**src/rtl/neuron_trainer_if.sv**
```systemverilog
// neuron_trainer_if: sample-store write port, run control, neuron drive and status bundle (optional NEURON_TRAINER_EARLY_STOP_EN adds stop_thresh)
interface neuron_trainer_if #(
    parameter int N       = 16,
    parameter int SAMPLES = 8,
    parameter int EPOCHS  = 4,
    parameter int UNIT_W  = 8
);
    logic                           wr_en;
    logic [$clog2(SAMPLES)-1:0]     wr_addr;
    logic [N-1:0][UNIT_W-1:0]       wr_in;
    logic [UNIT_W-1:0]              wr_expected;
    logic                           start;
    logic                           busy;
    logic                           done;
    logic                           nl_valid;
    logic                           nl_learn;
    logic [N-1:0][UNIT_W-1:0]       nl_in;
    logic [UNIT_W-1:0]              nl_expected_out;
    logic [UNIT_W-1:0]              nl_out;
    logic [15:0]                    err_sum;
    logic [$clog2(EPOCHS+1)-1:0]    epoch;
`ifdef NEURON_TRAINER_EARLY_STOP_EN
    logic [15:0]                    stop_thresh;
    modport master (
        output wr_en, wr_addr, wr_in, wr_expected, start, nl_out, stop_thresh,
        input  busy, done, nl_valid, nl_learn, nl_in, nl_expected_out, err_sum, epoch
    );
    modport slave (
        input  wr_en, wr_addr, wr_in, wr_expected, start, nl_out, stop_thresh,
        output busy, done, nl_valid, nl_learn, nl_in, nl_expected_out, err_sum, epoch
    );
`else
    modport master (
        output wr_en, wr_addr, wr_in, wr_expected, start, nl_out,
        input  busy, done, nl_valid, nl_learn, nl_in, nl_expected_out, err_sum, epoch
    );
    modport slave (
        input  wr_en, wr_addr, wr_in, wr_expected, start, nl_out,
        output busy, done, nl_valid, nl_learn, nl_in, nl_expected_out, err_sum, epoch
    );
`endif
endinterface

```
**src/rtl/neuron_trainer.sv**
```systemverilog
// neuron_trainer: replays a stored training set into a learning neuron for EPOCHS passes and reports per-epoch absolute error (NEURON_TRAINER_EARLY_STOP_EN enables threshold early stop)
module neuron_trainer #(
    parameter int N           = 16,
    parameter int SAMPLES     = 8,
    parameter int EPOCHS      = 4,
    parameter int SEED_CYCLES = 3,
    parameter int UNIT_W      = 8
) (
    input  logic            clock,
    input  logic            reset,
    neuron_trainer_if.slave bus
);
    localparam int AW = $clog2(SAMPLES);
    localparam int EW = $clog2(EPOCHS + 1);
    localparam int SW = $clog2(SEED_CYCLES + 1);

    typedef enum logic [2:0] {IDLE, SEED, PRESENT, LEARN, NEXT, FINISH} state_t;

    state_t                   state;
    logic [N-1:0][UNIT_W-1:0] mem_in [SAMPLES];
    logic [UNIT_W-1:0]        mem_exp [SAMPLES];
    logic [AW-1:0]            idx;
    logic [AW-1:0]            idx_n;
    logic [SW-1:0]            seed_cnt;
    logic [15:0]              acc;
    logic [15:0]              acc_sat;
    logic [16:0]              acc_sum;
    logic [UNIT_W-1:0]        diff;
    logic [EW-1:0]            epoch_n;
    logic                     stop;

    // absolute error of the presented sample, added to the accumulator with saturation
    always_comb begin
        diff    = bus.nl_expected_out >= bus.nl_out ? bus.nl_expected_out - bus.nl_out : bus.nl_out - bus.nl_expected_out;
        acc_sum = {1'b0, acc} + 17'(diff);
        acc_sat = acc_sum[16] ? 16'hFFFF : acc_sum[15:0];
        idx_n   = idx + 1'b1;
        epoch_n = bus.epoch + 1'b1;
    end

`ifdef NEURON_TRAINER_EARLY_STOP_EN
    assign stop = (epoch_n == EW'(EPOCHS)) || (acc <= bus.stop_thresh);
`else
    assign stop = epoch_n == EW'(EPOCHS);
`endif

    // sample store: writable only while no run is in progress, cleared by reset
    always_ff @(posedge clock or posedge reset) begin
        if (reset) begin
            for (int i = 0; i < SAMPLES; i++) begin
                mem_in[i]  <= '0;
                mem_exp[i] <= '0;
            end
        end else if (bus.wr_en && !bus.busy) begin
            mem_in[bus.wr_addr]  <= bus.wr_in;
            mem_exp[bus.wr_addr] <= bus.wr_expected;
        end
    end

    // training sequencer: seed, then present/learn/next per sample, epoch bookkeeping on index wrap
    always_ff @(posedge clock or posedge reset) begin
        if (reset) begin
            state               <= IDLE;
            bus.busy            <= 1'b0;
            bus.done            <= 1'b0;
            bus.nl_valid        <= 1'b1;
            bus.nl_learn        <= 1'b0;
            bus.nl_in           <= '0;
            bus.nl_expected_out <= '0;
            bus.err_sum         <= '0;
            bus.epoch           <= '0;
            acc                 <= '0;
            idx                 <= '0;
            seed_cnt            <= '0;
        end else begin
            bus.done <= 1'b0;
            case (state)
                IDLE: begin
                    if (bus.start) begin
                        state        <= SEED;
                        bus.busy     <= 1'b1;
                        bus.nl_valid <= 1'b0;
                        bus.epoch    <= '0;
                        acc          <= '0;
                        idx          <= '0;
                        seed_cnt     <= '0;
                    end
                end
                SEED: begin
                    if (seed_cnt == SW'(SEED_CYCLES - 1)) begin
                        state               <= PRESENT;
                        bus.nl_valid        <= 1'b1;
                        bus.nl_in           <= mem_in[idx];
                        bus.nl_expected_out <= mem_exp[idx];
                    end else begin
                        seed_cnt <= seed_cnt + 1'b1;
                    end
                end
                PRESENT: begin
                    state        <= LEARN;
                    bus.nl_learn <= 1'b1;
                end
                LEARN: begin
                    state        <= NEXT;
                    bus.nl_learn <= 1'b0;
                    acc          <= acc_sat;
                end
                NEXT: begin
                    idx                 <= idx_n;
                    bus.nl_in           <= mem_in[idx_n];
                    bus.nl_expected_out <= mem_exp[idx_n];
                    state               <= PRESENT;
                    if (idx == AW'(SAMPLES - 1)) begin
                        bus.err_sum <= acc;
                        acc         <= '0;
                        bus.epoch   <= epoch_n;
                        if (stop) begin
                            state    <= FINISH;
                            bus.done <= 1'b1;
                        end
                    end
                end
                FINISH: begin
                    state    <= IDLE;
                    bus.busy <= 1'b0;
                end
                default: state <= IDLE;
            endcase
        end
    end
endmodule

```
**src/flat_wrapper.sv**
```systemverilog
// flat-port wrapper written by rule: the top's interface ports become plain ports
module neuron_trainer_flat 
#(
    parameter int N           = 16,
    parameter int SAMPLES     = 8,
    parameter int EPOCHS      = 4,
    parameter int SEED_CYCLES = 3,
    parameter int UNIT_W      = 8
)
  (clock, reset, bus_wr_en, bus_wr_addr, bus_wr_in, bus_wr_expected, bus_start, bus_nl_out, bus_busy, bus_done, bus_nl_valid, bus_nl_learn, bus_nl_in, bus_nl_expected_out, bus_err_sum, bus_epoch);
  neuron_trainer_if #(.N(N), .SAMPLES(SAMPLES), .EPOCHS(EPOCHS), .UNIT_W(UNIT_W)) bus_i ();
  input  logic clock;
  input  logic reset;
  input wire logic [$bits(bus_i.wr_en)-1:0] bus_wr_en;
  input wire logic [$bits(bus_i.wr_addr)-1:0] bus_wr_addr;
  input wire logic [$bits(bus_i.wr_in)-1:0] bus_wr_in;
  input wire logic [$bits(bus_i.wr_expected)-1:0] bus_wr_expected;
  input wire logic [$bits(bus_i.start)-1:0] bus_start;
  input wire logic [$bits(bus_i.nl_out)-1:0] bus_nl_out;
  output wire logic [$bits(bus_i.busy)-1:0] bus_busy;
  output wire logic [$bits(bus_i.done)-1:0] bus_done;
  output wire logic [$bits(bus_i.nl_valid)-1:0] bus_nl_valid;
  output wire logic [$bits(bus_i.nl_learn)-1:0] bus_nl_learn;
  output wire logic [$bits(bus_i.nl_in)-1:0] bus_nl_in;
  output wire logic [$bits(bus_i.nl_expected_out)-1:0] bus_nl_expected_out;
  output wire logic [$bits(bus_i.err_sum)-1:0] bus_err_sum;
  output wire logic [$bits(bus_i.epoch)-1:0] bus_epoch;
  assign bus_i.wr_en = bus_wr_en;
  assign bus_i.wr_addr = bus_wr_addr;
  assign bus_i.wr_in = bus_wr_in;
  assign bus_i.wr_expected = bus_wr_expected;
  assign bus_i.start = bus_start;
  assign bus_i.nl_out = bus_nl_out;
  assign bus_busy = bus_i.busy;
  assign bus_done = bus_i.done;
  assign bus_nl_valid = bus_i.nl_valid;
  assign bus_nl_learn = bus_i.nl_learn;
  assign bus_nl_in = bus_i.nl_in;
  assign bus_nl_expected_out = bus_i.nl_expected_out;
  assign bus_err_sum = bus_i.err_sum;
  assign bus_epoch = bus_i.epoch;
  neuron_trainer #(.N(N), .SAMPLES(SAMPLES), .EPOCHS(EPOCHS), .SEED_CYCLES(SEED_CYCLES), .UNIT_W(UNIT_W)) u_core (.clock(clock), .reset(reset), .bus(bus_i));
endmodule
```
**config.mk**
```make
export PLATFORM = sky130hd
export DESIGN_NAME = neuron_trainer_flat
export DESIGN_NICKNAME = d
export VERILOG_FILES = /design/src/rtl/neuron_trainer_if.sv /design/src/rtl/neuron_trainer.sv /design/src/flat_wrapper.sv
export SDC_FILE = /design/constraint.sdc
export NUM_CORES = 2
export LEC_CHECK = 0
export CORE_AREA = 2 2 351 319
export DETAILED_ROUTE_END_ITERATION = 10
export DIE_AREA = 0 0 353 321
export PLACE_DENSITY = 0.79
export SYNTH_ARGS = -nofsm -noshare
export SYNTH_HDL_FRONTEND = slang
export SYNTH_SLANG_ARGS = --single-unit
```
**constraint.sdc**
```tcl
create_clock -name clock -period 58.4 [get_ports clock]
set_input_delay 11.68 -clock clock [delete_from_list [all_inputs] [get_ports clock]]
set_output_delay 11.68 -clock clock [all_outputs]
set_load 0.05 [all_outputs]
```
* Word level (Yosys, flattened, before mapping)
Cells that the tools add are included.
** Word-level totals
- Register bits :: 1271
- Logic and storage cells :: 256
** Cells by class
- Eq/ne operators :: 12
- Add/sub/neg operators :: 6
- $lt $le $gt $ge :: 5
- Reductions and logical operators :: 19
- Muxes and demuxes :: 48
- Bitwise logic cells :: 3
** Operator list (count)
- $bwmux W1024 :: 1
- $bmux W128 S3 :: 2
- $mux W128 :: 6
- $demux W128 S3 :: 1
- $pmux W128 S2 :: 1
- $bwmux W64 :: 1
- $mux W8 :: 7
- $bmux W8 S3 :: 2
- $mux W16 :: 3
- $pmux W16 S3 :: 1
- $demux W8 S3 :: 1
- $mux W3 :: 6
- $add A16 B8 Y17 :: 1
- $pmux W8 S2 :: 1
- $sub A8 B8 Y8 :: 2
- $pmux W3 S5 :: 1
- $eq A3 B3 Y1 const B :: 4
- $ge A4 B4 Y1 const B :: 3
- $not A3 Y4 :: 3
- $pmux W3 S2 :: 2
- $reduce_and A3 Y1 :: 4
- $reduce_and A2 Y1 :: 5
- $reduce_bool A2 Y1 :: 5
- $ge A8 B8 Y1 :: 1
- other kinds (16) :: 29

* Logic depth before layout (Yosys ltp)
- Depth after elaboration :: 6
- Gate-level depth with buffers :: 17
- Gate-level depth less buffers :: 17

* Worst setup path before layout
No wires, ideal clock.
- Path type :: input-to-reg
- Start :: input port bus_nl_out[0]
- End :: register u_core.acc[11]
- Slack :: 43442 ps
- Setup time :: 128 ps
- Data arrival time :: 14830 ps
- Stages on the path :: 14
- Buffers on the path :: 0
- Path through :: ha_1 inv_1 fa_1 nand3_1 nand3_2 a221oi_2 mux2_2 ha_1 a211o_1 a2111oi_2 nor3_1 or2_2 a41oi_1 nor3_1
** On the way
- Cells in the longest elaborated chain, start to end :: 5
** RTL lines
- start: declaration :: RTL line flat_wrapper.sv:19 : input wire logic [$bits(bus_i.nl_out)-1:0] bus_nl_out;
- $sub A8 B8 Y8 or $ge A8 B8 Y1 (tied branches) :: RTL line neuron_trainer.sv:34 : diff = bus.nl_expected_out >= bus.nl_out ? bus.nl_expected_out - bus.nl_out : bus.nl_out - bus.nl_expected_out ...
- $mux W8 * :: RTL line neuron_trainer.sv:34
- $add A16 B8 Y17 * :: RTL line neuron_trainer.sv:35 : acc_sum = {1'b0, acc} + 17'(diff);
- $mux W16 * :: RTL line neuron_trainer.sv:36 : acc_sat = acc_sum[16] ? 16'hFFFF : acc_sum[15:0];
- $pmux W16 S3 * :: RTL line neuron_trainer.sv:77 : case (state)
- end signal: assignment :: RTL line neuron_trainer.sv:106 : acc <= acc_sat;
- end: declaration :: RTL line neuron_trainer.sv:25 : logic [15:0] acc;
Mark *: on every way between the ends. The rest lies on a longest branch, timed or not.
A chain may end at the register's enable or synchronous reset.

==> results.py <==
metrics = {
    "run_status": {
        "status": "finished clean",
    },
    "min_path": {
        "worstHoldStart": "u_core.bus.nl_in[33]$_DFFE_PP0P_",
        "hp-class": "flip-flop to flip-flop",
        "min_path_cells": 2,
    },
    "synthesis": {
        "dominantRegCellSynth": "dfrtp_1",
        "ys_seq_area_frac": 0.486,
        "synth_area_sq_mm": 0.0654,
        "synth_edf_count": 0,
        "syn-mean-instance-area_sq_um": 15.0,
        "synth_top_area_frac": 0.486,
        "yosysMostFrequentCell": "dfrtp_1",
        "synthTopCellsByArea": "dfrtp_1, mux2_2, mux4_2, mux2i_1, o21ai_1",
        "synth_common_cells": "dfrtp_1, mux2_2, mux4_2",
        "synth_nets": 4529,
        "synth_cell_type_count": 57,
        "syn_inst": 4346,
        "yosys_warnings": 0,
        "synth_largest_area_cell": "dfrtp_1",
        "ys_ff_latch": 1271,
        "synthArstFlopShare": 1.00,
    },
    "clocking": {
        "path_clk_slew_ps": 60,
        "cts_tree": "done",
        "cts_hold_buffers": 0,
        "post-cts-setup-buffers": 0,
        "clock-sinks": 1271,
        "numCtsBuffers": 136,
        "clockBufferDepth": 3,
        "root_buffer": "clkbuf_16",
        "htreeDepth": 4,
        "cts_resized": 0,
        "clkLatencyLatePin_ps": 770,
    },
    "placed_design": {
        "port_buffers": 309,
        "hpwl_mm": 85.4,
        "place.gp.congestion": 0.841,
        "placedCellCount": 5845,
    },
    "critical_path": {
        "crit_fanout": 174,
        "reg2reg_depth": 7,
        "start_kind": "input port",
        "r2r-start": "u_core.idx[0]$_DFFE_PP0P_",
        "worstSetupStartpoint": "reset",
        "critical_path_arrival_ps": 17120,
        "crit_type": "input port to async pin",
        "cp_data_required_time_ps": 59170,
        "critPathCaptureType": "async pin",
    },
    "route": {
        "firstDrtPassIters": 7,
        "via_per_inst": 6.45,
        "drtIter0Drc": 2689,
        "wirelength_mm": 153,
        "routedWlPerCell_um": 25.1,
        "num_vias": 39300,
        "ant_nets": 0,
        "drc": 0,
    },
    "floorplanning": {
        "coreArea_sq_mm": 0.110,
        "core.rowCount": 116,
        "dieArea_sq_mm": 0.113,
        "die_width_um": 353,
        "initial_utilization": 0.594,
        "ios": 310,
        "fp.dieH_um": 321,
    },
    "global_route": {
        "grt_pass1_wl_mm": 244,
        "grt_start_max_net_pins": 184,
        "antenna_found_initial": 24,
        "grt_pass1_vias": 41700,
        "globalRouteTotalUtil": 0.277,
        "gr-total-overflow": 0,
    },
    "timing": {
        "worst_pin_slew_ps": 1170,
        "max_freq_mhz": 61.2,
        "finalSetupViolations": 0,
        "fin_skew_ps": 25.5,
        "relSlewSlack": 0.217,
        "hold_viol": 0,
        "rsz0062_at_grt": "no",
        "slew_viol_final": 0,
        "finalSetupTns_ps": 0,
        "period_share": 0.280,
        "period_minus_slack_ps": 16350,
    },
    "cells_and_area": {
        "fillCellCount": 7748,
        "multi_input_area_sq_mm": 0.0317,
        "final-seq-area_sq_mm": 0.0318,
        "final_layout_size_suffix_gt1_frac": 0.450,
        "fin_nets": 4691,
        "area_growth_syn_to_layout_pct": 12.8,
        "stdcell_count": 6096,
    },
    "flow_run": {
        "maxCapViolCount": 0,
    },
    "power_and_ir_drop": {
        "powerDensity_mw_per_mm2": 25.8,
        "peakVddDrop_mv": 0.0296,
        "p_leak_uw": 0.0334,
    },
}
[sequential cells by signal (all words and copies together) (netlist names)]
name                        count
u_core.acc                     16
u_core.state                    3
u_core.bus.nl_in              128
u_core.mem_in                1024
u_core.bus.nl_valid             1
u_core.bus.nl_expected_out      8
u_core.seed_cnt                 2
u_core.mem_exp                 64
u_core.bus.nl_learn             1
u_core.bus.busy                 1
u_core.bus.done                 1
u_core.bus.err_sum             16
u_core.bus.epoch                3
u_core.idx                      3
[layout by cell type (no fill, tap or decap), types with 5 or more instances in the layout]
cell type / instances
xnor2_1: 8
clkinv_2: 23
nor2b_1: 6
a22o_1: 7
buf_4: 49
o21ai_0: 64
clkbuf_16: 139
nand2b_1: 5
mux4_2: 544
nand2_1: 292
clkbuf_1: 30
a31oi_1: 10
nor2_1: 14
a21o_1: 7
ha_1: 27
clkdlybuf4s50_1: 309
clkbuf_8: 25
inv_1: 32
nor3_1: 5
buf_12: 10
and2_1: 5
dfrtp_1: 1267
o21ai_1: 227
bufinv_16: 15
diode_2: 12
mux2_2: 1239
mux2i_1: 140
a21oi_1: 32
nand3_1: 5
[final timing paths]
kind / end / slack (ps)
hold / removal: u_core.bus.nl_in[33]$_DFFE_PP0P_ / 480
min in group asynchronous: u_core.bus.err_sum[2]$_DFFE_PP0P_ / 11500
max in group clock: u_core.acc[4]$_DFFE_PP0P_ / 43200
setup / recovery: u_core.bus.nl_in[74]$_DFFE_PP0P_ / 42050
setup reg to reg: u_core.bus.nl_in[74]$_DFFE_PP0P_ / 53490
hold reg to reg: u_core.bus.nl_in[33]$_DFFE_PP0P_ / 480
[layout make-up]
class | instances | share of cell area
sequential | 1271 | 0.431
multi-input combinational | 2698 | 0.430
clock buffer | 194 | 0.0533
timing repair buffer | 368 | 0.0496
tap | 1475 | 0.0250
clock inverter | 45 | 0.00845
inverter | 33 | 0.00178
antenna | 12 | 0.000407
[worst max-delay path, stage by stage]
cell             delay [ps]
clkdlybuf4s50_1         490
inv_8                   600
buf_12                  680
buf_4                   730
buf_4                   770
buf_4                   890
buf_4                   770
[per-stage QoR]
stage / setup WS, ps / cell area, sq um / hold slack [ps] / utilization / total power, uW
2_1_floorplan: 10900 / 65400 / 458 / - / 988
3_3_place_gp: 41160 / 69200 / 460 / 0.629 / 1030
3_5_place_dp: 41110 / 69200 / 469 / 0.629 / 1030
4_1_cts: 41940 / 73700 / 482 / 0.670 / 1920
5_1_grt: 41280 / 73800 / 507 / 0.671 / 1970
6_report: 42050 / 73800 / 476 / 0.671 / 1900
[layer usage]
layer,share of wire,GRT usage
met1,0.42,0.373
met2,0.50,0.457
met3,0.050,0.0498
met4,0.028,0.0974
met5,0.00097,0
[power by group]
| group | internal (uW) | switching (uW) | total [uW] |
|---|---|---|---|
| Combinational | 43.3 | 61.3 | 105 |
| Clock | 534 | 356 | 889 |
| Sequential | 898 | 12.4 | 910 |
[cells by family (layout without fill, tap and decap cells)]
group | Yosys count | count (layout) | synth area share
AOI/OAI and AO/OA | 374 | 374 | 0.0312
xor gates and xnor gates | 12 | 12 | 0.00161
adders and majority gates | 32 | 32 | 0.00647
buffers and inverters | 377 | 640 | 0.0295
DFF | 1271 | 1271 | 0.486
muxes | 1923 | 1923 | 0.422
other | 0 | 12 | 0
and+or+nand+nor | 357 | 357 | 0.0227
No activity file was read; power rests on OpenSTA's default activity.
==> variant: new RTL, config.mk and constraints unchanged <==
`SEED_CYCLES` is set to 3 in 2 places; all go to 5.
--- a/src/rtl/neuron_trainer.sv
+++ b/src/rtl/neuron_trainer.sv
@@ -3,7 +3,7 @@
     parameter int N           = 16,
     parameter int SAMPLES     = 8,
     parameter int EPOCHS      = 4,
-    parameter int SEED_CYCLES = 3,
+    parameter int SEED_CYCLES = 5,
     parameter int UNIT_W      = 8
 ) (
     input  logic            clock,
--- a/src/flat_wrapper.sv
+++ b/src/flat_wrapper.sv
@@ -4,7 +4,7 @@
     parameter int N           = 16,
     parameter int SAMPLES     = 8,
     parameter int EPOCHS      = 4,
-    parameter int SEED_CYCLES = 3,
+    parameter int SEED_CYCLES = 5,
     parameter int UNIT_W      = 8
 )
   (clock, reset, bus_wr_en, bus_wr_addr, bus_wr_in, bus_wr_expected, bus_start, bus_nl_out, bus_busy, bus_done, bus_nl_valid, bus_nl_learn, bus_nl_in, bus_nl_expected_out, bus_err_sum, bus_epoch);
Function: not settled (the Yosys comparison gave no result); the edit may change what the design does.
==> variant against the original RTL <==
- critical path depth did not move
- synthesized area shrank 0.25%
- design area rose by 0.66%
- setup slack better by 0.46 ns
- routed wire length rose by 1.2%
- global-route usage grew 0.24 points
- sequential cell count is 1 higher
- sequential share of layout area shrank 0.25 points
- largest power group is now clock
- critical endpoint is now u_core.mem_in[557]
- register-to-register slack got worse by 0.52 ns
- clock power increased by 3.7%
- utilization rose by 0.44 points
- total power rose by 3.9%
==> variant: results (changes against the original RTL) <==
[clock_tree]
clock_pin_slew_on_the_worst_setup_and_hold_paths_ns = 0.06  ; about the same
post_cts_resized = 0  ; unchanged
clk_latency_ns = 0.75  ; -0.02 ns
tritoncts.num_buffers = 136  ; unchanged
clock_tree_buffer_depth = 3  ; unchanged
clock_tree.root_cell = sky130_fd_sc_hd__clkbuf_16
cts-htree-levels = 4  ; unchanged
post-cts-setup-buffers = 0  ; unchanged

[placed_design]
gp_routability_congestion = 0.838  ; -0.37%
hpwl_after_dpl_mm = 87.9  ; +2.9%
placed_area_sq_um = 69400  ; +0.30%
post-place-cells = 5882  ; +0.63%
port_buffers = 309  ; unchanged
place_ws_ns = 41.64  ; +0.526 ns

[grt]
grt_max_degree = 177  ; -3.8%
antenna_found_initial = 27  ; +13%
first_global_vias = 42166  ; +1.1%
groute.usage.overall_pct = 27.9  ; +0.24 points
grt_pass1_wl_mm = 247  ; +0.93%

[run_status]
status = completed

[yosys]
nets_in_the_synthesized_netlist = 4566  ; +0.82%
asyncSetResetFlopFracSynth_pct = 100  ; unchanged
post_synth_main_area_contributors = sky130_fd_sc_hd__dfrtp_1, sky130_fd_sc_hd__mux2_2, sky130_fd_sc_hd__mux4_2
synth-seq-area-share_pct = 48.8  ; +0.16 points
synth-warning-count = 0  ; unchanged
netlist-cell-type-count = 56  ; -1.8%
syn-mean-instance-area_sq_um = 14.9  ; -1.1%
post_synth_most_frequent_cells = sky130_fd_sc_hd__dfrtp_1, sky130_fd_sc_hd__mux2_2, sky130_fd_sc_hd__mux4_2, sky130_fd_sc_hd__nand2_1, sky130_fd_sc_hd__o21ai_0

[layout]
num-nets-final = 4729  ; +0.81%
nFillCells = 7673  ; -0.97%
largest_registers = u_core.mem_in x1024, u_core.bus.nl_in x128, u_core.mem_exp x64
ratio_of_cells_with_drive_above_1_in_the_final_layout_pct = 44.9  ; -0.082 points

[worst_hold_path]
min_path_type = reg2reg

[drt]
post_drt_wl_per_cell_microns = 25.2  ; +0.47%
firstDrtPassIters = 5  ; -2
avgViaCountPerCell = 6.48  ; +0.59%
postRouteWirelength_mm = 155  ; +1.2%
detailedRoute.firstIterationViolations = 2659  ; -1.1%

[timing]
largest_clock_skew_in_the_final_design_ns = 0.0366  ; +0.0111 ns
worst_slew_margin_rel_pct = 19.8  ; -1.9 points
setup_violations = 0  ; unchanged

[setup_path]
cp_slowest_cell = sky130_fd_sc_hd__buf_4
timing.critical_path.arrival_ns = 16.63  ; -0.49 ns
timing.critical_path.slowest_cell_delay_ns = 0.84  ; -0.05 ns
path_max_fanout = 170  ; -2.3%

[flow_run]
cap_violations = 0  ; unchanged

[power]
p_leak_nw = 34.9  ; +4.5%
vdd_ir_drop_max_uv = 26.1  ; -12%

==> variant: layer usage <==
layer | GRT usage (%) | up-vias | wire, microns
met3 | 4.92 | 268 | 8400
met5 | 0 | - | 192
met4 | 8.61 | 30 | 3270
met1 | 38.1 | 21444 | 65700
li1 | - | 17012 | -
met2 | 46.3 | 1062 | 77000
==> variant: layout make-up <==
cell class                 instances  area [sq um]  share of cell area (%)
antenna                           12          30.0                  0.0404
tap                             1475          1850                    2.49
sequential                      1272         31800                    42.9
multi-input combinational       2730         31900                    43.0
inverter                          37           146                   0.197
clock buffer                     201          4110                    5.54
clock inverter                    45           727                   0.979
timing repair buffer             368          3640                    4.90
==> variant: cells by family after synthesis <==
logic type / count (synthesis) / synth area share [%]
buffers and inverters: 380 / 2.37
flip-flops: 1272 / 48.8
AND/OR/NAND/NOR: 383 / 2.41
XOR/XNOR: 11 / 0.148
AO/OA/AOI/OAI: 370 / 3.11
adder cells (fa/ha/maj): 33 / 0.668
multiplexers: 1933 / 42.5
==> variant: where the power goes <==
| group | internal, mW | switching [mW] | total (mW) |
|---|---|---|---|
| Combinational | 0.0578 | 0.0776 | 0.135 |
| Sequential | 0.902 | 0.0182 | 0.921 |
| Clock | 0.563 | 0.359 | 0.922 |
==> variant: worst paths after layout <==
check,from,to,slack [ns],cells past startpoint
worst min register to register,u_core.bus.nl_in[20],u_core.bus.nl_in[20],0.47,2
worst max register to register,u_core.idx[0],u_core.bus.nl_in[111],52.97,7
max in group clock,bus_nl_out[0],u_core.acc[15],42.74,17
worst min-delay path,u_core.bus.nl_in[20],u_core.bus.nl_in[20],0.47,2
worst max-delay path,reset,u_core.mem_in[557],42.50,7
min in group asynchronous,reset,u_core.acc[2],11.43,2
